--- config.mk ---
export PLATFORM = sky130hd
export DESIGN_NAME = systolic_row_skewer_flat
export DESIGN_NICKNAME = d
export VERILOG_FILES = /design/src/rtl/systolic_row_skewer_if.sv /design/src/rtl/systolic_row_skewer.sv /design/src/flat_wrapper.sv
export SDC_FILE = /design/constraint.sdc
export NUM_CORES = 1
export LEC_CHECK = 0
export ABC_AREA = 1
export CORE_MARGIN = 2
export CORE_UTILIZATION = 35
export CTS_CLUSTER_DIAMETER = 50
export CTS_CLUSTER_SIZE = 30
export DETAILED_ROUTE_END_ITERATION = 8
export PLACE_DENSITY = 0.64
export SYNTH_ARGS = -nofsm -noshare
export SYNTH_HDL_FRONTEND = slang
export SYNTH_SLANG_ARGS = --single-unit
--- constraint.sdc ---
create_clock -name clk -period 11.3 [get_ports clk]
set_input_delay 3.39 -clock clk [delete_from_list [all_inputs] [get_ports clk]]
set_output_delay 3.39 -clock clk [all_outputs]
set_load 0.05 [all_outputs]
--- src/rtl/systolic_row_skewer_if.sv ---
// rtl/systolic_row_skewer_if.sv - row input handshake and skewed lane outputs
interface systolic_row_skewer_if #(
  parameter int N  = 4,
  parameter int DW = 32
);
  logic          in_valid;
  logic          in_ready;
  logic [N*DW-1:0] in_data;
  logic          in_last;
  logic [N*DW-1:0] out_data;
  logic [N-1:0]  out_valid;
  logic          busy;
  logic          done;

  modport master (
    output in_valid, in_data, in_last,
    input  in_ready, out_data, out_valid, busy, done
  );

  modport slave (
    input  in_valid, in_data, in_last,
    output in_ready, out_data, out_valid, busy, done
  );
endinterface

--- src/rtl/systolic_row_skewer.sv ---
// rtl/systolic_row_skewer.sv - row FIFO plus diagonal lane skew feeder for a systolic row
module systolic_row_skewer #(
  parameter int N     = 4,
  parameter int DW    = 32,
  parameter int DEPTH = 4
) (
  input logic clk,
  input logic rst_n,
  systolic_row_skewer_if.slave bus
);

  localparam int AW = $clog2(DEPTH);
  localparam int CW = (N > 2) ? $clog2(N) : 1;
  localparam logic [CW-1:0] FLUSH_LAST = CW'(N - 1);

  typedef enum logic [1:0] {IDLE, STREAM, FLUSH} state_t;

  state_t state, state_nx;

  // Each FIFO entry is {last, row}
  logic [N*DW:0]   mem [DEPTH];
  logic [AW-1:0]   wr_ptr, rd_ptr;
  logic [AW:0]     count;
  logic [CW-1:0]   flush_cnt;
  logic            rdy_q;
  logic            full, empty, push, pop, ready;
  logic            head_last;
  logic [N*DW-1:0] head_data;
  logic [N*DW-1:0] issue_data;
  logic            issue_valid;
  logic [N*DW-1:0] lane_data;
  logic [N-1:0]    lane_valid;

  assign full      = (count == (AW+1)'(DEPTH));
  assign empty     = (count == '0);
  // Ready comes only from registers so the source never sees a pop-to-ready path
  assign ready     = rdy_q & ~full;
  assign push      = bus.in_valid & ready;
  assign head_last = mem[rd_ptr][N*DW];
  assign head_data = mem[rd_ptr][N*DW-1:0];

  assign bus.in_ready  = ready;
  assign bus.out_data  = lane_data;
  assign bus.out_valid = lane_valid;
  assign bus.busy      = (state != IDLE) | ~empty;
  // Lane N-1 shows the tile's last row exactly on the final flush cycle
  assign bus.done      = (state == FLUSH) && (flush_cnt == FLUSH_LAST);

  // Next-state and pop decision; a popped row is issued on the same edge
  always_comb begin
    state_nx    = state;
    pop         = 1'b0;
    case (state)
      IDLE: begin
        if (!empty) begin
          pop      = 1'b1;
          state_nx = head_last ? FLUSH : STREAM;
        end
      end
      STREAM: begin
        if (!empty) begin
          pop = 1'b1;
          if (head_last) state_nx = FLUSH;
        end
      end
      FLUSH: begin
        if (flush_cnt == FLUSH_LAST) state_nx = IDLE;
      end
      default: state_nx = IDLE;
    endcase
    issue_valid = pop;
    issue_data  = pop ? head_data : '0;
  end

  // FSM state and flush counter
  always_ff @(posedge clk) begin
    if (!rst_n) begin
      state     <= IDLE;
      flush_cnt <= '0;
    end else begin
      state     <= state_nx;
      flush_cnt <= (state == FLUSH) ? flush_cnt + 1'b1 : '0;
    end
  end

  // FIFO pointers, occupancy and the post-reset ready enable
  always_ff @(posedge clk) begin
    if (!rst_n) begin
      wr_ptr <= '0;
      rd_ptr <= '0;
      count  <= '0;
      rdy_q  <= 1'b0;
    end else begin
      rdy_q <= 1'b1;
      if (push) wr_ptr <= wr_ptr + 1'b1;
      if (pop)  rd_ptr <= rd_ptr + 1'b1;
      count <= count + (AW+1)'(push) - (AW+1)'(pop);
    end
  end

  // FIFO storage; contents are only observed through non-empty pops
  always_ff @(posedge clk) begin
    if (push) mem[wr_ptr] <= {bus.in_last, bus.in_data};
  end

  for (genvar i = 0; i < N; i++) begin : g_lane
    logic [DW-1:0] dly_d [i+1];
    logic          dly_v [i+1];

    // Lane i delays its word by i+1 registers so wavefronts form a diagonal
    always_ff @(posedge clk) begin
      if (!rst_n) begin
        for (int k = 0; k <= i; k++) begin
          dly_d[k] <= '0;
          dly_v[k] <= 1'b0;
        end
      end else begin
        dly_d[0] <= issue_data[i*DW +: DW];
        dly_v[0] <= issue_valid;
        for (int k = 1; k <= i; k++) begin
          dly_d[k] <= dly_d[k-1];
          dly_v[k] <= dly_v[k-1];
        end
      end
    end

    assign lane_data[i*DW +: DW] = dly_d[i];
    assign lane_valid[i]         = dly_v[i];
  end

endmodule
--- src/flat_wrapper.sv ---
// flat-port wrapper written by rule: the top's interface ports become plain ports
module systolic_row_skewer_flat 
#(
  parameter int N     = 4,
  parameter int DW    = 32,
  parameter int DEPTH = 4
)
  (clk, rst_n, bus_in_valid, bus_in_data, bus_in_last, bus_in_ready, bus_out_data, bus_out_valid, bus_busy, bus_done);
  systolic_row_skewer_if #(.N(N), .DW(DW)) bus_i ();
  input logic clk;
  input logic rst_n;
  input wire logic [$bits(bus_i.in_valid)-1:0] bus_in_valid;
  input wire logic [$bits(bus_i.in_data)-1:0] bus_in_data;
  input wire logic [$bits(bus_i.in_last)-1:0] bus_in_last;
  output wire logic [$bits(bus_i.in_ready)-1:0] bus_in_ready;
  output wire logic [$bits(bus_i.out_data)-1:0] bus_out_data;
  output wire logic [$bits(bus_i.out_valid)-1:0] bus_out_valid;
  output wire logic [$bits(bus_i.busy)-1:0] bus_busy;
  output wire logic [$bits(bus_i.done)-1:0] bus_done;
  assign bus_i.in_valid = bus_in_valid;
  assign bus_i.in_data = bus_in_data;
  assign bus_i.in_last = bus_in_last;
  assign bus_in_ready = bus_i.in_ready;
  assign bus_out_data = bus_i.out_data;
  assign bus_out_valid = bus_i.out_valid;
  assign bus_busy = bus_i.busy;
  assign bus_done = bus_i.done;
  systolic_row_skewer #(.N(N), .DW(DW), .DEPTH(DEPTH)) u_core (.clk(clk), .rst_n(rst_n), .bus(bus_i));
endmodule
==> results.toml <==
[synthesis]
ys_warn_count = 0
netlist_instances = 2424
synth.avg_cell_area_um2 = 12.3
synth_cell_types = 23
ys_ff_latch = 858
syn_area_um2 = 29700
ys_seq_area_frac = 0.752
mappedNetlistNets = 2564

[sta]
fmax_ghz = 0.170
post-route-period-util = 0.521
tightest_slew_ns = 1.12
rsz0062_at_grt = "no"
slew_violations = 0
fin_crit_ns = 5.89
holdWs_ns = 0.404
relSlewSlack = 0.254
setup_viol = 0
worst_slack_ns = 5.41
clock_skew_ns = 0.0356
final-hold-violation-count = 0
finalSetupTns_ns = 0

[global_route]
use_met1 = 0.163
grt_max_degree = 164
antenna_found_initial = 15
grt_usage = 0.139
grtUsageMet3 = 0.0333
grt_pass1_vias = 16074
grt.overflow.total = 0
grt_pass1_wl_um = 91900
grt_use_met2 = 0.246
gr-max-usage-layer = "met2"

[floorplan]
start_util = 0.354
coreArea_um2 = 83800
die_w_um = 295
boundaryPins = 267
num_rows = 106
die_area_um2 = 87200
die_h_um = 295

[power_and_ir_drop]
leakage_nw = 13.9
ir_drop_uv = 147
power_density_nw_per_um2 = 248
total_power_mw = 8.94

[route]
routedWlPerCell_um = 16.0
routed_wl_um = 61000
first_pass_iters = 5
drcViolationCount = 0
via_per_inst = 4.35
vias = 16641
drt-initial-drc-count = 971
drtAntennaViolNets = 0

[job]
drv_cap = 0

[worst_setup_path]
crit_chain = "clkdlybuf4s50_1 -> nand2_1 -> nor2_4 -> buf_4 -> buf_4"
slowest_delay_ns = 0.95
startpoint_type = "input port"
crit_top_cell = "buf_4"
cpLargestDelayFamily = "buffers and inverters"
end_kind = "register"
slowest_stage = "buf_4"
crit_required_ns = 11.54
arrival_ns = 6.13
cp_num_buf_inv = 3
worstSetupPathType = "input port to register"
cp_max_fo = 70

[cts]
cts_setup_buffers = 0
worstSkewPairLatency_ns = 0.65
htreeDepth = 3
tritoncts.num_buffers = 91
cts_root_buffer = "clkbuf_16"
clk_pin_slew_ns = 0.07
ctsHoldBuffers = 0
clkSinkCount = 858
clk_path_buf_depth = 3
cts_tree = "done"
cts-resized-gates = 0

[placement]
place.gp.congestion = 0.706
place_hpwl_um = 33500
place_worst_setup_slack_ns = 4.66
port-buffer-count = 266
place_area_um2 = 32900
dp_cells = 3651

[status]
outcome = "completed"

[finish]
final_util = 0.430
layout.cells.non_filler = 3823
synthToLayoutAreaGrowth_pct = 21.4
nets = 2750
drive_gt1_frac = 0.119
final_area_um2 = 36100
n_fill_cell = 7715

[min_path]
hp-class = "register to register"
-- layer usage --
layer / up-vias / wire [um]
met1: 7868 / 24900
met3: 122 / 3340
met5: - / 170
met2: 324 / 31100
met4: 26 / 1470
li1: 8301 / -
-- cells in the final DEF, fill, tap and decap left out, types with 16 or more instances in the layout --
cell             count
a21oi_1             16
inv_6               20
dfxtp_1            340
nor2_1             520
clkbuf_16           93
a21oi_2            120
inv_1              222
o21ai_0            262
clkdlybuf4s50_1    265
edfxtp_1           516
nand2_1            209
inv_8               20
-- path summary, 6_finish.rpt --
check                           slack (ns)                         start  depth (start not counted)                            end
worst max-delay path                  5.41                  bus_in_valid                          5              u_core.mem[0][56]
worst max register to register        7.91               u_core.count[1]                          6              u_core.mem[0][56]
worst min-delay path                  0.40  u_core.g_lane[2].dly_d[0][7]                          2  u_core.g_lane[2].dly_d[0][39]
worst min register to register        0.40  u_core.g_lane[2].dly_d[0][7]                          2  u_core.g_lane[2].dly_d[0][39]
-- Yosys cell counts, drive strengths merged --
master	n	area, um2
o2111ai	1	8.76
a21oi	136	1130
clkbuf	56	210
xor2	1	8.76
a31oi	1	6.26
nand3	5	25.0
fa	1	20.0
buf	133	917
nand2	210	791
dfxtp	342	6850
nor2	526	2000
inv	227	852
ha	7	87.6
edfxtp	516	15500
o21ai	262	1310
-- cell type report --
cell class	count	area, um2	share of cell area
clock buffer	96	2350	0.0651
multi-input combinational	1150	5420	0.150
inverter	227	867	0.0240
sequential	858	22300	0.620
timing repair buffer	282	2810	0.0779
antenna	1	2.50	0.0000694
clock inverter	75	848	0.0235
tap	1134	1420	0.0393
-- kinds of logic (layout without fill, tap and decap cells) --
kind of cell | after synthesis | in the layout | synth area share
compound gates | 400 | 400 | 0.0827
flops | 858 | 858 | 0.752
buf+inv | 416 | 680 | 0.0666
fa+ha+maj | 8 | 8 | 0.00362
xor+xnor | 1 | 1 | 0.000295
other cells | 0 | 1 | 0
simple gates | 741 | 741 | 0.0947
-- worst min-delay path, delay by kind of cell (launching register included) --
kind	cells	cell delay (ns)
buf+inv	1	0.04
flops	1	0.30
simple gates	1	0.04
-- flip-flops by register name, indices dropped and copies added (netlist names), named ones only --
name / cells
u_core.g_lane.dly_v: 8
u_core.wr_ptr: 2
u_core.rdy_q: 1
u_core.mem: 516
u_core.count: 3
u_core.rd_ptr: 2
u_core.flush_cnt: 2
u_core.g_lane.dly_d: 320
u_core.state: 2
-- power breakdown --
part	switching, mW	internal (mW)
Clock	1.42	1.65
Sequential	0.147	3.71
Combinational	1.42	0.596
Total	2.99	5.95
Power figures use the tool's default switching activity.
